===== src/rtl/fetch_unit_pkg.sv =====
// Shared definitions for the fetch unit: state encoding, widths, reset constants
// and the PC legality check used before every fetch.
package fetch_unit_pkg;

    localparam int PC_W = 32;
    localparam int ENTRY_W = 2 * PC_W;
    localparam logic [PC_W-1:0] RESET_INSTR = 32'h0000_0000;
    localparam logic [PC_W-1:0] IMEM_MAX_ADDR_DEFAULT = 32'd52;

    typedef enum logic [1:0] {
        ST_BOOT  = 2'd0,
        ST_RUN   = 2'd1,
        ST_FAULT = 2'd2
    } fetch_state_e;

    // A PC is unusable if it is not word aligned or lies past the last memory word;
    // the range check also rejects any address produced by pc+4 wrapping.
    function automatic logic pc_is_bad(input logic [PC_W-1:0] pc,
                                       input logic [PC_W-1:0] max_addr);
        return (pc[1:0] != 2'b00) || (pc > max_addr);
    endfunction

endpackage


===== src/rtl/fetch_fifo.sv =====
// Two-entry in-order buffer of {instr, pc}; head is always slot 0 so the
// outputs come straight from registers.
module fetch_fifo
    import fetch_unit_pkg::*;
(
    input  logic               clk,
    input  logic               rst_n,
    input  logic               flush,
    input  logic               push,
    input  logic [ENTRY_W-1:0] din,
    input  logic               ready,
    output logic               valid,
    output logic [ENTRY_W-1:0] dout,
    output logic [1:0]         count
);

    logic [ENTRY_W-1:0] entry0_r;
    logic [ENTRY_W-1:0] entry1_r;
    logic [1:0]         count_r;
    logic               pop_s;

    assign valid = (count_r != 2'd0);
    assign pop_s = valid && ready;
    assign dout  = entry0_r;
    assign count = count_r;

    // Storage and occupancy; flush wins over any concurrent push or pop.
    always_ff @(posedge clk or negedge rst_n) begin
        if (!rst_n) begin
            entry0_r <= {ENTRY_W{1'b0}};
            entry1_r <= {ENTRY_W{1'b0}};
            count_r  <= 2'd0;
        end else if (flush) begin
            count_r <= 2'd0;
        end else begin
            case ({push, pop_s})
                2'b10: begin
                    if (count_r == 2'd0) begin
                        entry0_r <= din;
                        count_r  <= 2'd1;
                    end else if (count_r == 2'd1) begin
                        entry1_r <= din;
                        count_r  <= 2'd2;
                    end
                end
                2'b01: begin
                    entry0_r <= entry1_r;
                    count_r  <= count_r - 2'd1;
                end
                2'b11: begin
                    if (count_r == 2'd1) begin
                        entry0_r <= din;
                    end else begin
                        entry0_r <= entry1_r;
                        entry1_r <= din;
                    end
                end
                default: begin
                    count_r <= count_r;
                end
            endcase
        end
    end

endmodule


===== src/rtl/fetch_unit.sv =====
// Program counter, BOOT/RUN/FAULT control and sticky fault capture in front of
// a combinational instruction memory; fetched words are queued in fetch_fifo.
module fetch_unit
    import fetch_unit_pkg::*;
#(
    parameter logic [PC_W-1:0] RESET_PC      = 32'h0000_0000,
    parameter logic [PC_W-1:0] IMEM_MAX_ADDR = IMEM_MAX_ADDR_DEFAULT
) (
    input  logic            clk,
    input  logic            rst_n,
    output logic [PC_W-1:0] imem_addr,
    input  logic [PC_W-1:0] imem_rd,
    input  logic            redirect_valid,
    input  logic [PC_W-1:0] redirect_target,
    output logic            out_valid,
    input  logic            out_ready,
    output logic [PC_W-1:0] out_instr,
    output logic [PC_W-1:0] out_pc,
    output logic [PC_W-1:0] out_pc_plus4,
    output logic            fault,
    output logic [PC_W-1:0] fault_addr
);

    fetch_state_e       state_r;
    fetch_state_e       state_nxt_s;
    logic [PC_W-1:0]    pc_r;
    logic [PC_W-1:0]    pc_nxt_s;
    logic               fault_r;
    logic [PC_W-1:0]    fault_addr_r;
    logic               push_s;
    logic               flush_s;
    logic               fault_set_s;
    logic               can_fetch_s;
    logic [1:0]         count_s;
    logic [ENTRY_W-1:0] head_s;

    // Fetch decision looks only at the registered occupancy, never at out_ready.
    assign can_fetch_s = (count_s != 2'd2);

    // FSM state register.
    always_ff @(posedge clk or negedge rst_n) begin
        if (!rst_n) begin
            state_r <= ST_BOOT;
        end else begin
            state_r <= state_nxt_s;
        end
    end

    // FSM next-state logic.
    always_comb begin
        state_nxt_s = state_r;
        case (state_r)
            ST_BOOT: state_nxt_s = ST_RUN;
            ST_RUN: begin
                if (!redirect_valid && can_fetch_s && pc_is_bad(pc_r, IMEM_MAX_ADDR)) begin
                    state_nxt_s = ST_FAULT;
                end else begin
                    state_nxt_s = ST_RUN;
                end
            end
            ST_FAULT: state_nxt_s = ST_FAULT;
            default:  state_nxt_s = ST_BOOT;
        endcase
    end

    // FSM outputs: push/flush strobes, next PC and fault capture.
    always_comb begin
        push_s      = 1'b0;
        flush_s     = 1'b0;
        fault_set_s = 1'b0;
        pc_nxt_s    = pc_r;
        case (state_r)
            ST_BOOT: begin
                if (redirect_valid) begin
                    pc_nxt_s = redirect_target;
                end else begin
                    pc_nxt_s = pc_r;
                end
            end
            ST_RUN: begin
                if (redirect_valid) begin
                    flush_s  = 1'b1;
                    pc_nxt_s = redirect_target;
                end else if (can_fetch_s) begin
                    if (pc_is_bad(pc_r, IMEM_MAX_ADDR)) begin
                        fault_set_s = 1'b1;
                    end else begin
                        push_s   = 1'b1;
                        pc_nxt_s = pc_r + 32'd4;
                    end
                end else begin
                    pc_nxt_s = pc_r;
                end
            end
            ST_FAULT: pc_nxt_s = pc_r;
            default:  pc_nxt_s = pc_r;
        endcase
    end

    // PC and sticky fault registers.
    always_ff @(posedge clk or negedge rst_n) begin
        if (!rst_n) begin
            pc_r         <= RESET_PC;
            fault_r      <= 1'b0;
            fault_addr_r <= 32'h0000_0000;
        end else begin
            pc_r <= pc_nxt_s;
            if (fault_set_s) begin
                fault_r      <= 1'b1;
                fault_addr_r <= pc_r;
            end
        end
    end

    fetch_fifo u_fifo (
        .clk   (clk),
        .rst_n (rst_n),
        .flush (flush_s),
        .push  (push_s),
        .din   ({imem_rd, pc_r}),
        .ready (out_ready),
        .valid (out_valid),
        .dout  (head_s),
        .count (count_s)
    );

    assign imem_addr    = pc_r;
    assign out_instr    = head_s[ENTRY_W-1:PC_W];
    assign out_pc       = head_s[PC_W-1:0];
    assign out_pc_plus4 = out_pc + 32'd4;
    assign fault        = fault_r;
    assign fault_addr   = fault_addr_r;

    logic unused_s;
    assign unused_s = ^{RESET_INSTR};

endmodule


===== config.mk =====
export PLATFORM = sky130hd
export DESIGN_NAME = fetch_unit
export DESIGN_NICKNAME = d
export VERILOG_FILES = /design/src/rtl/fetch_unit_pkg.sv /design/src/rtl/fetch_fifo.sv /design/src/rtl/fetch_unit.sv
export SDC_FILE = /design/constraint.sdc
export NUM_CORES = 1
export LEC_CHECK = 0
export ABC_AREA = 1
export BUFFER_PORTS_ARGS = -buffer_cell sky130_fd_sc_hd__buf_4
export CORE_MARGIN = 2
export CORE_UTILIZATION = 38
export DETAILED_ROUTE_END_ITERATION = 12
export PLACE_DENSITY_LB_ADDON = 0.2
export SLEW_MARGIN = 20
export SYNTH_ARGS = -nofsm -noshare
export SYNTH_HDL_FRONTEND = slang
export SYNTH_SLANG_ARGS = --single-unit

===== constraint.sdc =====
create_clock -name clk -period 5.8 [get_ports clk]
set_clock_uncertainty 0.2 [all_clocks]
set_input_delay 0.87 -clock clk [delete_from_list [all_inputs] [get_ports clk]]
set_output_delay 0.87 -clock clk [all_outputs]
set_load 0.02 [all_outputs]

==> results.yml <==
sta:
  fin_tns_setup_ns: 0
  relSlewSlack: 0.380
  tightest_slew_ns: 0.930
  hold_slack_ns: 0.263
  setup-violations-final: 0
  hold_viol_final: 0
  fin_crit_ns: 4.01
  drv_slew: 0
  rsz0062_at_grt: "no"
  max_freq_ghz: 0.250
  period_share: 0.691
synthesis:
  netlist.area_leader.share: 0.428
  yosysTopAreaCell: "dfrtp_1"
  synth-async-reset-ratio: 1.00
  synth-edff-count: 0
  yosys_warnings: 0
  synth.cell_area_um2: 11500
  seq_area_frac_synth: 0.428
  synth_common_cells: "nand2_1 (610), nand3_1 (201), dfrtp_1 (197)"
  synthCells: 1647
  ys_ff_latch: 197
  yosys-top-cells-area: "dfrtp_1 (43%), nand2_1 (20%), nand3_1 (8.7%)"
  synth_area_per_cell_um2: 6.99
  synth_nets: 1722
  ys.flop_type: "dfrtp_1"
  yosysMostFrequentCell: "nand2_1"
  synth_cell_types: 35
critical_path:
  required_ns: 4.73
  crit_type: "reg -> out"
  crit_top_cell: "nand2_1"
  path_max_fanout: 5
  rrSetupSlack_ns: 2.15
  r2r_start: "imem_addr[2]$_DFFE_PN0P_"
  worstSetupStartpointType: "flop"
  critPathTopFamily: "simple AND/OR/NAND/NOR gates"
  critical_path_arrival_ns: 2.94
  reg2reg_to: "u_fifo.dout[22]$_DFFE_PN0P_"
  slowest_delay_ns: 0.49
  worstPathCellList: "nand2_1 > nor2_1 > nand2_1 > nor2_2 > nand3_1 > nor3_1 > nand2_1 > nor2_1 > xor2_1 > buf_4"
  endpoint_kind: "output pin"
  path_buf_inv: 1
  slowest_stage: "dfrtp_1"
  r2r_cells: 17
power_and_ir_drop:
  power_density_nw_per_um2: 532
  cellLeakagePower_nw: 7.08
  vdd_ir_drop_max_mv: 0.284
global_route:
  grt_pass1_vias: 10500
  grt_max_degree: 104
  grt_pass1_wl_um: 56700
  grt-ovfl-total: 0
  grt_util_all_layers: 0.226
  antenna_found_initial: 0
die:
  dieArea_um2: 31700
  die_w_um: 178
  dieHeight_um: 178
  start_util: 0.387
  core_um2: 29700
  io_pins: 230
  rows: 63
placed_design:
  place.gp.congestion: 0.856
  portBuffers: 229
  placed_cell_area_um2: 13400
  hpwlAfterDp_um: 24200
clocking:
  clk_pin_slew_worst_paths_ns: 0.08
  clockRootBuffer: "clkbuf_16"
  cts_tree: "built"
  clock_path_buffers: 2
  clock_sinks: 197
  postCtsSetupBuffers: 0
  clk_latency_ns: 0.45
  post_cts_resized: 0
  cts_made_buffers: 17
  hold_buffers: 0
  cts-htree-levels: 4
worst_hold_path:
  hold_class: "in -> async"
detailed_routing:
  num_vias: 11400
  wirelength_um: 35800
  drtIter0Drc: 983
  postRouteAntennaNets: 0
  remaining_drc_errors: 0
  vias_per_cell: 5.15
  dr.pass1.iters: 5
  wire_per_inst_um: 16.2
final_layout:
  layout-area-overhead-vs-synth_pct: 21.9
  finish.instance_area_um2: 14000
  antenna_cells: 0
  drive_above_1_share: 0.163
  nets: 1885
status:
  status: "finished, final reports clean"
flow_run:
  cap_violations: 0
-- report_power, final --
part / internal [W] / switching, W
Combinational: 0.00137 / 0.00241
Sequential: 0.00181 / 0.000602
Clock: 0.000658 / 0.000612
-- cell families (layout without fill, tap and decap cells) --
family          Yosys count  in the layout  synth area share
flops                   197            197             0.428
xor+xnor                 31             31            0.0236
fa+ha+maj                 7              7           0.00761
mux                       4              4           0.00391
buf+inv                 227            403            0.0818
compound gates          224            224             0.110
simple gates            957            957             0.345
-- flip-flops by register name (all words and copies together), names as in the netlist --
signal and cells:
u_fifo.dout 64, u_fifo.entry1_r 64, fault_addr 32, u_fifo.count 2
imem_addr 32, fault 1, state_r 2
-- worst max-delay path by stage --
stage,from,to,cells past startpoint
after detailed placement,redirect_valid,u_fifo.dout[28]$_DFFE_PN0P_,12
after global routing,u_fifo.dout[4]$_DFFE_PN0P_,out_pc_plus4[31],10
final,u_fifo.dout[4]$_DFFE_PN0P_,out_pc_plus4[31],10
after floorplan,u_fifo.dout[3]$_DFFE_PN0P_,out_pc_plus4[26],11
after CTS,u_fifo.dout[4]$_DFFE_PN0P_,out_pc_plus4[31],10
after global placement,redirect_valid,u_fifo.dout[15]$_DFFE_PN0P_,12
-- layer usage --
layer,share of wire,wire length [um],global-route usage,vias to the layer above
met1,0.48,17400,0.338,5323
met3,0.068,2440,0.0401,29
li1,-,-,-,5655
met4,0.013,460,0.0618,0
met5,0,0,0,-
met2,0.43,15600,0.335,386
-- area by class of cell --
type	instances	area [um2]
Clock buffer	17	425
Sequential cell	197	4930
Fill cell	2978	15700
Tap cell	390	488
Inverter	126	473
Clock inverter	15	185
Timing Repair Buffer	245	1860
Multi-Input combinational cell	1223	5670
-- stage by stage --
| step | util | power (W) | worst slack (ns) | std cells |
|---|---|---|---|---|
| CTS | 0.472 | 0.00751 | 1.69 | 2213 |
| global route | 0.472 | 0.00801 | 1.49 | 2213 |
| finish | 0.472 | 0.00746 | 1.79 | 2213 |
| floorplan | - | 0.00467 | 2.50 | 1647 |
| detailed placement | 0.451 | 0.00622 | 1.98 | 2181 |
| global placement | 0.451 | 0.00616 | 2.02 | 2181 |
-- placed cells by master (no fill, tap or decap), types with 2 or more instances in the layout --
master	synthesis	routed
nor3_1	25	25
ha_1	7	6
inv_8	0	3
nand3_1	201	201
clkbuf_16	0	17
a21oi_1	43	43
nand4_1	11	11
mux2_2	4	4
buf_4	3	243
o211ai_1	42	42
nand2_1	610	608
a22oi_1	9	9
nor2_2	1	2
nor2_4	2	3
o22ai_1	7	7
o21ai_0	117	117
dfrtp_1	197	197
inv_6	0	5
clkinv_4	0	3
or2_2	4	4
xnor2_1	11	11
inv_1	123	123
nor2_1	98	96
nand2_2	0	2
o21ai_1	2	2
bufinv_16	0	2
inv_2	3	3
xor2_1	20	20
Power figures use the tool's default switching activity.
